### src/rtl/imc_arbiter_pkg.sv
// Shared types and defaults for the IMC round-robin arbiter.
package imc_arb_pkg;

    typedef enum logic [1:0] {IDLE, ISSUE, WAIT, RESP} state_t;

    localparam int unsigned DEF_N_REQ   = 2;
    localparam int unsigned DEF_W       = 16;
    localparam int unsigned DEF_RW      = 32;
    localparam int unsigned DEF_TIMEOUT = 64;

    // Index width for a value range of n entries (at least 1 bit).
    function automatic int unsigned idx_w(input int unsigned n);
        return (n > 1) ? $clog2(n) : 1;
    endfunction

endpackage

### src/rtl/imc_arbiter_if.sv
// Requester and IMC-side signals of the arbiter; slave is the arbiter's view.
interface imc_arbiter_if
    import imc_arb_pkg::*;
#(
    parameter int unsigned N_REQ = DEF_N_REQ,
    parameter int unsigned W     = DEF_W,
    parameter int unsigned RW    = DEF_RW
);
    logic [N_REQ-1:0]        req_valid;
    logic [N_REQ-1:0][W-1:0] req_a;
    logic [N_REQ-1:0][W-1:0] req_b;
    logic [N_REQ-1:0][W-1:0] req_c;
    logic [N_REQ-1:0][W-1:0] req_d;
    logic [N_REQ-1:0]        req_accept;
    logic [N_REQ-1:0]        resp_valid;
    logic [RW-1:0]           resp_data;
    logic                    resp_err;
    logic                    imc_ready;
    logic                    imc_start;
    logic [W-1:0]            a;
    logic [W-1:0]            b;
    logic [W-1:0]            c;
    logic [W-1:0]            d;
    logic                    imc_done;
    logic [RW-1:0]           imc_result;

    modport slave (
        input  req_valid, req_a, req_b, req_c, req_d, imc_ready, imc_done, imc_result,
        output req_accept, resp_valid, resp_data, resp_err, imc_start, a, b, c, d
    );

    modport master (
        output req_valid, req_a, req_b, req_c, req_d, imc_ready, imc_done, imc_result,
        input  req_accept, resp_valid, resp_data, resp_err, imc_start, a, b, c, d
    );
endinterface

### src/rtl/imc_arbiter_rr_pick.sv
// Combinational round-robin picker: first set request after last_i, wrapping.
module rr_pick #(
    parameter int unsigned N_REQ = 2,
    parameter int unsigned IW    = 1
) (
    input  logic [N_REQ-1:0] req_i,
    input  logic [IW-1:0]    last_i,
    output logic             found_c_o,
    output logic [IW-1:0]    g_c_o
);
    logic [IW-1:0] idx_c;

    // Scan offsets 1..N_REQ from the last grant; the first hit wins.
    always_comb begin
        found_c_o = 1'b0;
        g_c_o     = '0;
        idx_c     = '0;
        for (int unsigned k = 1; k <= N_REQ; k++) begin
            idx_c = IW'((32'(last_i) + k) % N_REQ);
            if (!found_c_o && req_i[idx_c]) begin
                found_c_o = 1'b1;
                g_c_o     = idx_c;
            end
        end
    end
endmodule

### src/rtl/imc_arbiter.sv
// Shares one IMC unit between N_REQ requesters, one job at a time, round-robin.
module imc_arbiter
    import imc_arb_pkg::*;
#(
    parameter int unsigned N_REQ   = DEF_N_REQ,
    parameter int unsigned W       = DEF_W,
    parameter int unsigned RW      = DEF_RW,
    parameter int unsigned TIMEOUT = DEF_TIMEOUT
) (
    input  logic          clk,
    input  logic          rst_n,
    imc_arbiter_if.slave  bus
);
    localparam int unsigned IW = idx_w(N_REQ);
    localparam int unsigned CW = idx_w(TIMEOUT);

    state_t           state_q,  state_d;
    logic [IW-1:0]    grant_q,  grant_d;
    logic [IW-1:0]    last_q,   last_d;
    logic [CW-1:0]    cnt_q,    cnt_d;
    logic [W-1:0]     a_q, a_d, b_q, b_d, c_q, c_d, d_q, d_d;
    logic [RW-1:0]    result_q, result_d;
    logic             err_q,    err_d;
    logic [N_REQ-1:0] accept_q, accept_d;
    logic [N_REQ-1:0] rvalid_q, rvalid_d;
    logic             start_q,  start_d;

    logic             found_c;
    logic [IW-1:0]    pick_c;

    rr_pick #(.N_REQ(N_REQ), .IW(IW)) u_pick (
        .req_i     (bus.req_valid),
        .last_i    (last_q),
        .found_c_o (found_c),
        .g_c_o     (pick_c)
    );

    // Next-state and next-output logic; pulses default low every cycle.
    always_comb begin
        state_d  = state_q;
        grant_d  = grant_q;
        last_d   = last_q;
        cnt_d    = cnt_q;
        a_d      = a_q;
        b_d      = b_q;
        c_d      = c_q;
        d_d      = d_q;
        result_d = result_q;
        err_d    = err_q;
        accept_d = '0;
        rvalid_d = '0;
        start_d  = 1'b0;
        unique case (state_q)
            IDLE: begin
                if (bus.imc_ready && found_c) begin
                    grant_d          = pick_c;
                    a_d              = bus.req_a[pick_c];
                    b_d              = bus.req_b[pick_c];
                    c_d              = bus.req_c[pick_c];
                    d_d              = bus.req_d[pick_c];
                    accept_d[pick_c] = 1'b1;
                    start_d          = 1'b1;
                    state_d          = ISSUE;
                end
            end
            ISSUE: begin
                cnt_d   = '0;
                state_d = WAIT;
            end
            WAIT: begin
                if (bus.imc_done) begin
                    result_d          = bus.imc_result;
                    err_d             = 1'b0;
                    rvalid_d[grant_q] = 1'b1;
                    state_d           = RESP;
                end else if (cnt_q == CW'(TIMEOUT - 1)) begin
                    result_d          = '0;
                    err_d             = 1'b1;
                    rvalid_d[grant_q] = 1'b1;
                    state_d           = RESP;
                end else begin
                    cnt_d = cnt_q + CW'(1);
                end
            end
            RESP: begin
                last_d  = grant_q;
                state_d = IDLE;
            end
            default: state_d = IDLE;
        endcase
    end

    // State and output registers; reset leaves requester 0 with first priority.
    always_ff @(posedge clk or negedge rst_n) begin
        if (!rst_n) begin
            state_q  <= IDLE;
            grant_q  <= '0;
            last_q   <= IW'(N_REQ - 1);
            cnt_q    <= '0;
            a_q      <= '0;
            b_q      <= '0;
            c_q      <= '0;
            d_q      <= '0;
            result_q <= '0;
            err_q    <= 1'b0;
            accept_q <= '0;
            rvalid_q <= '0;
            start_q  <= 1'b0;
        end else begin
            state_q  <= state_d;
            grant_q  <= grant_d;
            last_q   <= last_d;
            cnt_q    <= cnt_d;
            a_q      <= a_d;
            b_q      <= b_d;
            c_q      <= c_d;
            d_q      <= d_d;
            result_q <= result_d;
            err_q    <= err_d;
            accept_q <= accept_d;
            rvalid_q <= rvalid_d;
            start_q  <= start_d;
        end
    end

    assign bus.req_accept = accept_q;
    assign bus.resp_valid = rvalid_q;
    assign bus.resp_data  = result_q;
    assign bus.resp_err   = err_q;
    assign bus.imc_start  = start_q;
    assign bus.a          = a_q;
    assign bus.b          = b_q;
    assign bus.c          = c_q;
    assign bus.d          = d_q;
endmodule
### src/flat_wrapper.sv
// flat-port wrapper written by rule: the top's interface ports become plain ports
module imc_arbiter_flat import imc_arb_pkg::*;
#(
    parameter int unsigned N_REQ   = DEF_N_REQ,
    parameter int unsigned W       = DEF_W,
    parameter int unsigned RW      = DEF_RW,
    parameter int unsigned TIMEOUT = DEF_TIMEOUT
)
  (clk, rst_n, bus_req_valid, bus_req_a, bus_req_b, bus_req_c, bus_req_d, bus_imc_ready, bus_imc_done, bus_imc_result, bus_req_accept, bus_resp_valid, bus_resp_data, bus_resp_err, bus_imc_start, bus_a, bus_b, bus_c, bus_d);
  imc_arbiter_if #(.N_REQ(N_REQ), .W(W), .RW(RW)) bus_i ();
  input  logic clk;
  input  logic rst_n;
  input wire logic [$bits(bus_i.req_valid)-1:0] bus_req_valid;
  input wire logic [$bits(bus_i.req_a)-1:0] bus_req_a;
  input wire logic [$bits(bus_i.req_b)-1:0] bus_req_b;
  input wire logic [$bits(bus_i.req_c)-1:0] bus_req_c;
  input wire logic [$bits(bus_i.req_d)-1:0] bus_req_d;
  input wire logic [$bits(bus_i.imc_ready)-1:0] bus_imc_ready;
  input wire logic [$bits(bus_i.imc_done)-1:0] bus_imc_done;
  input wire logic [$bits(bus_i.imc_result)-1:0] bus_imc_result;
  output wire logic [$bits(bus_i.req_accept)-1:0] bus_req_accept;
  output wire logic [$bits(bus_i.resp_valid)-1:0] bus_resp_valid;
  output wire logic [$bits(bus_i.resp_data)-1:0] bus_resp_data;
  output wire logic [$bits(bus_i.resp_err)-1:0] bus_resp_err;
  output wire logic [$bits(bus_i.imc_start)-1:0] bus_imc_start;
  output wire logic [$bits(bus_i.a)-1:0] bus_a;
  output wire logic [$bits(bus_i.b)-1:0] bus_b;
  output wire logic [$bits(bus_i.c)-1:0] bus_c;
  output wire logic [$bits(bus_i.d)-1:0] bus_d;
  assign bus_i.req_valid = bus_req_valid;
  assign bus_i.req_a = bus_req_a;
  assign bus_i.req_b = bus_req_b;
  assign bus_i.req_c = bus_req_c;
  assign bus_i.req_d = bus_req_d;
  assign bus_i.imc_ready = bus_imc_ready;
  assign bus_i.imc_done = bus_imc_done;
  assign bus_i.imc_result = bus_imc_result;
  assign bus_req_accept = bus_i.req_accept;
  assign bus_resp_valid = bus_i.resp_valid;
  assign bus_resp_data = bus_i.resp_data;
  assign bus_resp_err = bus_i.resp_err;
  assign bus_imc_start = bus_i.imc_start;
  assign bus_a = bus_i.a;
  assign bus_b = bus_i.b;
  assign bus_c = bus_i.c;
  assign bus_d = bus_i.d;
  imc_arbiter #(.N_REQ(N_REQ), .W(W), .RW(RW), .TIMEOUT(TIMEOUT)) u_core (.clk(clk), .rst_n(rst_n), .bus(bus_i));
endmodule
### config.mk
export PLATFORM = sky130hd
export DESIGN_NAME = imc_arbiter_flat
export DESIGN_NICKNAME = d
export VERILOG_FILES = /design/src/rtl/imc_arbiter_pkg.sv /design/src/rtl/imc_arbiter_if.sv /design/src/rtl/imc_arbiter_rr_pick.sv /design/src/rtl/imc_arbiter.sv /design/src/flat_wrapper.sv
export SDC_FILE = /design/constraint.sdc
export NUM_CORES = 1
export LEC_CHECK = 0
export ABC_CLOCK_PERIOD_IN_PS = 2200
export CAP_MARGIN = 20
export CORE_ASPECT_RATIO = 1.75
export CORE_MARGIN = 3
export CORE_UTILIZATION = 41
export CTS_CLUSTER_DIAMETER = 50
export DETAILED_ROUTE_END_ITERATION = 10
export GPL_ROUTABILITY_DRIVEN = 0
export HOLD_SLACK_MARGIN = 0.08
export PLACE_DENSITY = 0.88
export SLEW_MARGIN = 20
export SYNTH_ARGS = -nofsm -noshare
export SYNTH_HDL_FRONTEND = slang
export SYNTH_SLANG_ARGS = --single-unit
### constraint.sdc
create_clock -name clk -period 2.2 [get_ports clk]
set_clock_uncertainty 0.05 [all_clocks]
set_input_delay 0.33 -clock clk [delete_from_list [all_inputs] [get_ports clk]]
set_output_delay 0.33 -clock clk [all_outputs]
set_load 0.02 [all_outputs]
; Yosys cells after proc, flatten, opt, wreduce, memory -nomap -nowiden
; Index checks and enable logic that the tools add are counted.
[word_totals]
wordCells = 80
register_bits = 112
in_bits = 166
[classes]
muxes = 38
order_cmp = 6
n_eq_ne = 8
n_reduce_logical = 12
add_sub_neg = 3
[op_table]
columns = op, count
row1 = $mux W16, 8
row2 = $mux W32, 2
row3 = $mux W2, 8
row4 = $mux W1, 14
row5 = $mux W6, 2
row6 = $pmux W6 S2, 1
row7 = $lt A1 B2 Y1 const B, 4
row8 = $pmux W2 S4, 1
row9 = $add A6 B1 Y6 const B, 1
row10 = $eq A6 B6 Y1 const B, 1
row11 = $reduce_and A2 Y1, 3
row12 = $eq A2 B2 Y1 const B, 2
row13 = $logic_and A1 B1 Y1, 4
row14 = $ne A2 B2 Y1 const B, 2
row15 = $reduce_bool A2 Y1, 2
row16 = $ne A3 B2 Y1 const B, 1
row17 = $reduce_and A3 Y1, 1
row18 = $add A1 B1 Y1 const B, 2
row19 = $demux W1 S1, 2
row20 = $eq A2 B1 Y1 const B, 1
row21 = $ge A1 B1 Y1 const B, 2
row22 = $logic_not A2 Y1, 1
row23 = $ne A2 B1 Y1 const B, 1
row24 = $logic_not A1 Y1, 1

; Depth between registers and ports, before layout
; Gate-level depths: netlist of the first run.
[logic_depth]
ltp_word = 13
ltp_mapped = 7
mapped_depth_nobuf = 5

; Cells and area by module
; A second synthesis of the first run with hierarchy kept.
[unflattened]
hier_cells = 429
hier_area_um2 = 4884.7
[by_module_without_submodules]
columns = module, n_inst, area_each_um2, cells_per_inst
row1 = imc_arbiter, 1, 4870.9, 427
row2 = rr_pick, 1, 13.8, 2

; Least setup slack after synthesis of the first run
; OpenSTA, ideal clock, no wires.
[synth_timing]
path_type = register to register
startpoint = register u_core.state_q[0]
endpoint = register u_core.result_q[26] (netlist: u_core.bus.resp_data[26])
path_stages_with_launch = 7
required_time_ns = 2.024
n_path_buf = 2
setup_ns = 0.126
slack_ns = 0.521
arrival_ns = 1.503
cell_sequence = dfrtp_1 inv_1 ha_1 buf_2 clkinv_1 clkbuf_1 a221o_1
[synth_between]
elab_chain_cells = 2
[synth_lines]
columns = item, line_no
row1 = start: declaration, imc_arbiter.sv:17  ; state_t state_q, state_d;
row2 = start signal: assignment, imc_arbiter.sv:110  ; state_q <= state_d;
row3 = $eq A2 B2 Y1, imc_arbiter.sv:53  ; unique case (state_q)
row4 = $reduce_and A2 Y1 (no line), -
row5 = end signal: assignment, imc_arbiter.sv:118  ; result_q <= result_d;
row6 = end: declaration, imc_arbiter.sv:22  ; logic [RW-1:0] result_q, result_d;
; Every way passes these cells.
; A chain may end at the register's enable or synchronous reset.

; Worst setup path in the final report of the first run
[layout_timing]
startpoint = register u_core.state_q[0]
endpoint = register u_core.result_q[8] (netlist: u_core.bus.resp_data[8])
; Same word-level chain as after synthesis.

==> results of run 1 <==
sequential cells by signal (all words and copies together) (netlist names):
register and count:
u_core.bus.resp_data 32, u_core.bus.a 16, u_core.bus.b 16, u_core.bus.c 16, u_core.bus.d 16, u_core.cnt_q 6
u_core.bus.req_accept 2, u_core.bus.resp_valid 2, u_core.state_q 2, u_core.bus.imc_start 1, u_core.bus.resp_err 1, u_core.grant_q 1
u_core.last_q 1
worst min path at each step:
stage          start                                    to  slack (ns)  cells past startpoint
2_1_floorplan  rst_n           u_core.bus.a[0]$_DFFE_PN0P_       -0.02                      0
3_3_place_gp   rst_n   u_core.bus.resp_data[3]$_DFFE_PN0P_        0.21                      1
3_5_place_dp   rst_n   u_core.bus.resp_data[3]$_DFFE_PN0P_        0.21                      1
4_1_cts        rst_n   u_core.bus.resp_data[3]$_DFFE_PN0P_        0.38                      2
5_1_grt        rst_n   u_core.bus.resp_data[3]$_DFFE_PN0P_        0.39                      2
6_report       rst_n  u_core.bus.resp_data[31]$_DFFE_PN0P_        0.38                      2
layout by cell type (no fill, tap or decap), types with 2 or more instances in the layout:
cell | synthesis | final
a31oi_1 | 4 | 4
clkbuf_8 | 0 | 2
nor2b_1 | 33 | 33
a211o_1 | 2 | 2
o21ai_0 | 16 | 16
ha_1 | 6 | 6
nand3_1 | 4 | 4
and4b_1 | 3 | 3
a211oi_1 | 3 | 3
o21ai_1 | 52 | 52
nor3_1 | 5 | 5
nand2_1 | 70 | 70
buf_4 | 2 | 9
and3_1 | 33 | 33
dfrtp_1 | 111 | 111
clkbuf_16 | 0 | 9
mux2i_1 | 64 | 64
clkdlybuf4s50_1 | 0 | 265
a21oi_1 | 5 | 5
inv_1 | 4 | 4
a221o_1 | 32 | 32
nor3b_1 | 3 | 3
nor2_1 | 2 | 2
buf_12 | 0 | 8
inv_6 | 0 | 2
critical path, stage by stage, from the launching register on:
cell	delay, ns
dfrtp_1	0.43
inv_1	0.14
ha_1	0.38
clkinv_1	0.18
buf_4	0.28
a221o_1	0.37
stage by stage:
| step | std cells | instance area [um2] | power [uW] | hold slack, ns | utilization |
|---|---|---|---|---|---|
| after floorplan | 510 | 5410 | 6060 | -0.0156 | - |
| after global placement | 919 | 8300 | 8410 | 0.206 | 0.654 |
| after detailed placement | 919 | 8300 | 8630 | 0.209 | 0.654 |
| after CTS | 936 | 8610 | 10300 | 0.375 | 0.678 |
| after global routing | 936 | 8610 | 10800 | 0.389 | 0.678 |
| final | 936 | 8610 | 10200 | 0.383 | 0.678 |
power by group through the flow:
| stage | clock, uW | sequential [uW] | combinational (uW) |
|---|---|---|---|
| 6_report | 1590 | 3470 | 5120 |
| 5_1_grt | 1720 | 3590 | 5480 |
| 4_1_cts | 1640 | 3470 | 5180 |
| 3_5_place_dp | 0 | 3500 | 5140 |
| 3_3_place_gp | 0 | 3440 | 4980 |
| 2_1_floorplan | 0 | 4380 | 1680 |
final cells by class:
cell class / instances / share of cell area
Timing Repair Buffer: 284 / 0.336
Clock inverter: 5 / 0.00451
Clock buffer: 11 / 0.0294
Inverter: 5 / 0.00218
Multi-Input combinational cell: 351 / 0.277
Tap cell: 168 / 0.0244
Sequential cell: 112 / 0.326
metal layers:
metal | routed length (um) | global-route usage
met5 | 0 | 0
met3 | 1360 | 0.0528
met4 | 592 | 0.0957
met2 | 8590 | 0.397
met1 | 6070 | 0.257
kinds of logic after synthesis:
| kind of cell | after synthesis | synth area share |
|---|---|---|
| and+or+nand+nor | 158 | 0.150 |
| DFF | 112 | 0.518 |
| adders and majority gates | 6 | 0.0139 |
| muxes | 65 | 0.120 |
| buffers and inverters | 47 | 0.0444 |
| AOI/OAI and AO/OA | 122 | 0.153 |
==> out/qor.txt, run 1 <==
run status - completed
final net count - 935
initial antenna violation count - 0
RSZ-0062 raised after global routing - false
r2r setup slk - 0.24 ns
Reg2Reg Depth - 5
Via Count - 4958
fin. max-slew vios - 0
area share of the largest cell type after synthesis - 0.513
final WL - 16600 um
number of core rows - 54
Critical Path RT - 2.37 ns
sequential element share of the synthesized area - 0.518
crit start category - flop
first-pass GRT wire length - 26300 um
CTS sink count - 112
CP Capture Point - u_core.bus.resp_data[8]$_DFFE_PN0P_
Final WS setup - 0.243 ns
die area - 0.0147 mm2
insertion delay to the later sink of the worst-skew pair - 0.34 ns
Post-synth ARST share - 1.00
count of cell types in the netlist - 39
area growth from synthesis to layout - 59.0%
drt first pass iters - 4
maxcap violations - 0
Avg Cell Area, Syn - 10.6 um2
synth cell count leaders - dfrtp_1, nand2_1, mux2i_1
# DRC - 0
Chip Height - 158 um
post-CTS setup buffer count - 0
setup TNS - 0 ns
1st-iter DRT viols - 120
Slew @ Worst Pin - 0.432 ns
share of cells above drive strength 1 - 0.0508
Resize count post-CTS - 0
Multi-input gate area - 0.00239 mm2
maximum vdd ir drop - 0.613 mV
Overflow after GRT - 0
Synth area leader - dfrtp_1
Setup WS pre-CTS - 0.221 ns
Max FO, Critical Path - 34
Reg power frac - 0.341
Min Clock Period, post-route - 1.96 ns
arrival time at the worst endpoint - 2.13 ns
Logic pwr share - 0.503
CP Class - reg2reg
clock buffer depth - 2
final hold viol count - 0
Finish-stage setup viols - 0
Power Internal - 6300 uW
initial core utilization - 0.426
H-tree depth - 3
Synth Instances - 510
Port Buffers - 267
most common cell in the synthesized netlist - dfrtp_1
Worst Setup SP - u_core.state_q[0]$_DFFE_PN0P_
total global-route track usage - 0.224
register area - 0.00280 mm2
CTS root buf - clkbuf_16
Cell Area, Synth - 0.00541 mm2
Die Wd - 92.9 um
post-synth net total - 682
Rel. slew slack - 0.705
hpwl dp - 12700 um
endpoint class of the critical path - flop
Clock power frac - 0.156
period utilization - 0.890
vias in the first global route - 5178
IO Pins - 268
Pleak - 0.00378 uW
Synth Flop Type - dfrtp_1
final-layout fill cell count - 948
Antenna Nets Post-Route - 0
synth top area cells - dfrtp_1, mux2i_1, a221o_1
CTS tree - yes
EDFF count, synth - 0
hold_buf cts - 1
reg-to-reg endpoint - u_core.bus.resp_data[8]$_DFFE_PN0P_
CTS buffer count - 9
core area - 0.0127 mm2
clock slew at reported path FFs - 0.07 ns
Yosys reg bits - 112
Ys Warns - 0
maximum number of pins on one net before global-route repair - 52
Avg WL per Cell - 17.7 um
reg2reg start - u_core.state_q[0]$_DFFE_PN0P_
worst hold path type - in2async
switching power - 3890 uW
vias per std cell - 5.30
switching part of the total power - 0.382
power density cells - 1180 mW/mm2
Max Clk Rate - 511 MHz
# diodes - 0
(Power assumes the default switching activity.)
==> inputs of run 2 (changes only) <==
- RECOVER_POWER: unset -> 25
- REMOVE_ABC_BUFFERS: unset -> 1
==> run 2 against run 1 <==
Via count is essentially flat. First-iteration DRC count increased by 33%. Cell count rose by 0.11%. Count of clock-buffer cells in the layout fell by 1. Sequential share of layout area increased by 0.21 points. Die area stayed put. Hold slack better by 0.052 ns. Critical path depth rose by 1. Largest cell class unchanged. Largest power group unchanged.
==> out/qor.txt, run 2 (same netlist as run 1, synthesis figures left out) <==
insertion delay to the later sink of the worst-skew pair - 0.34 ns
reg2reg start - u_core.state_q[0]$_DFFE_PN0P_
CTS tree - yes
initial core utilization - 0.426
die area - 0.0147 mm2
arrival time at the worst endpoint - 2.10 ns
Max FO, Critical Path - 36
CTS sink count - 112
maxcap violations - 0
most common cell after layout, fill and taps aside - clkdlybuf4s50_1
power density cells - 1180 mW/mm2
hold_buf cts - 1
Design Area, Final - 0.00855 mm2
final net count - 936
Hold Path Origin - u_core.bus.d[0]$_DFFE_PN0P_
vias per std cell - 5.29
WHS - 0.435 ns
crit start category - flop
CTS root buf - clkbuf_16
Worst Setup SP - u_core.state_q[0]$_DFFE_PN0P_
first-pass GRT wire length - 26100 um
Rel. slew slack - 0.0601
share of cells above drive strength 1 - 0.0507
# DRC - 0
IO Pins - 268
final WL - 17200 um
endpoint class of the critical path - flop
Via Count - 4954
hpwl dp - 13100 um
final-layout fill cell count - 946
H-tree depth - 3
Hold Path Stages - 2
Max Clk Rate - 516 MHz
post-CTS setup buffer count - 0
CTS buffer count - 9
run status - completed
Critical Path RT - 2.36 ns
Port Buffers - 267
Pleak - 0.00375 uW
clock buffer depth - 2
Avg WL per Cell - 18.3 um
r2r setup slk - 0.26 ns
Finish-stage setup viols - 0
1st-iter DRT viols - 159
reg-to-reg endpoint - u_core.state_q[0]$_DFFE_PN0P_
drt first pass iters - 5
CP Class - reg2reg
commonest non-fill, non-tap cells in the layout - clkdlybuf4s50_1, dfrtp_1, nand2_1, mux2i_1, o21ai_1
Tot Pwr - 10100 uW
number of flip-flops in the largest register - 32
period utilization - 0.881
clock slew at reported path FFs - 0.08 ns
hold endpoint - u_core.bus.d[0]$_DFFE_PN0P_
Placed Area - 0.00827 mm2
vias in the first global route - 5043
worst hold path type - reg2reg
total global-route track usage - 0.225
fin. max-slew vios - 0
Die Wd - 92.9 um
initial antenna violation count - 0
Antenna Nets Post-Route - 0
maximum number of pins on one net before global-route repair - 113
maximum vdd ir drop - 0.581 mV
Slew @ Worst Pin - 1.41 ns
core area - 0.0127 mm2
# diodes - 0
number of core rows - 54
Resize count post-CTS - 0
Overflow after GRT - 0
area growth from synthesis to layout - 57.9%
Chip Height - 158 um
Min Clock Period, post-route - 1.94 ns
Reg2Reg Depth - 6
final hold viol count - 0
RSZ-0062 raised after global routing - false
## run 2: cell count changes in the layout (fill, tap and decap cells not counted)
cell,delta
buf_12,-4
buf_4,+4
clkbuf_1,+1
clkbuf_4,+1
clkbuf_8,-2
inv_8,+1
## run 2: critical path, stage by stage (launching register included)
cell and delay (ns):
dfrtp_1 0.43, inv_1 0.13, ha_1 0.31, clkinv_1 0.09
buf_4 0.26, a2111oi_0 0.41, nor3_1 0.11
## run 2: layer usage
| metal | vias up | part of all wire | track usage |
|---|---|---|---|
| li1 | 2340 | - | - |
| met1 | 2382 | 0.36 | 0.243 |
| met2 | 210 | 0.55 | 0.428 |
| met3 | 22 | 0.073 | 0.0523 |
| met4 | 0 | 0.021 | 0.0685 |
| met5 | - | 0 | 0 |
## run 2: worst max-delay path by stage
stage | to | slack, ns
2_1_floorplan | u_core.bus.b[10]$_DFFE_PN0P_ | -1.48
3_3_place_gp | u_core.bus.d[0]$_DFFE_PN0P_ | 0.26
3_5_place_dp | u_core.bus.a[7]$_DFFE_PN0P_ | 0.18
4_1_cts | u_core.state_q[0]$_DFFE_PN0P_ | 0.28
5_1_grt | u_core.bus.resp_data[30]$_DFFE_PN0P_ | 0.08
6_report | u_core.state_q[0]$_DFFE_PN0P_ | 0.26
## run 2: layout make-up
class | count | area [um2] | area share
clock inverter | 6 | 50.0 | 0.00585
timing repair buffer | 285 | 2850 | 0.334
tap | 168 | 210 | 0.0246
inverter | 5 | 18.8 | 0.00219
sequential | 112 | 2800 | 0.328
multi-input combinational | 351 | 2390 | 0.279
clock buffer | 10 | 229 | 0.0268
## run 2: metrics by stage
step,worst slack [ns],util,instances,setup TNS (ns)
floorplan,-1.48,-,468,-112.16
global placement,0.264,0.651,920,0
detailed placement,0.185,0.651,920,0
CTS,0.280,0.674,937,0
global route,0.0765,0.673,937,0
finish,0.262,0.673,937,0
## run 2: power by group
group	internal [uW]	leakage, uW	total, uW	switching (uW)
logic	2500	0.00227	5100	2600
registers	2910	0.00135	3460	553
clock network	786	0.000135	1540	758
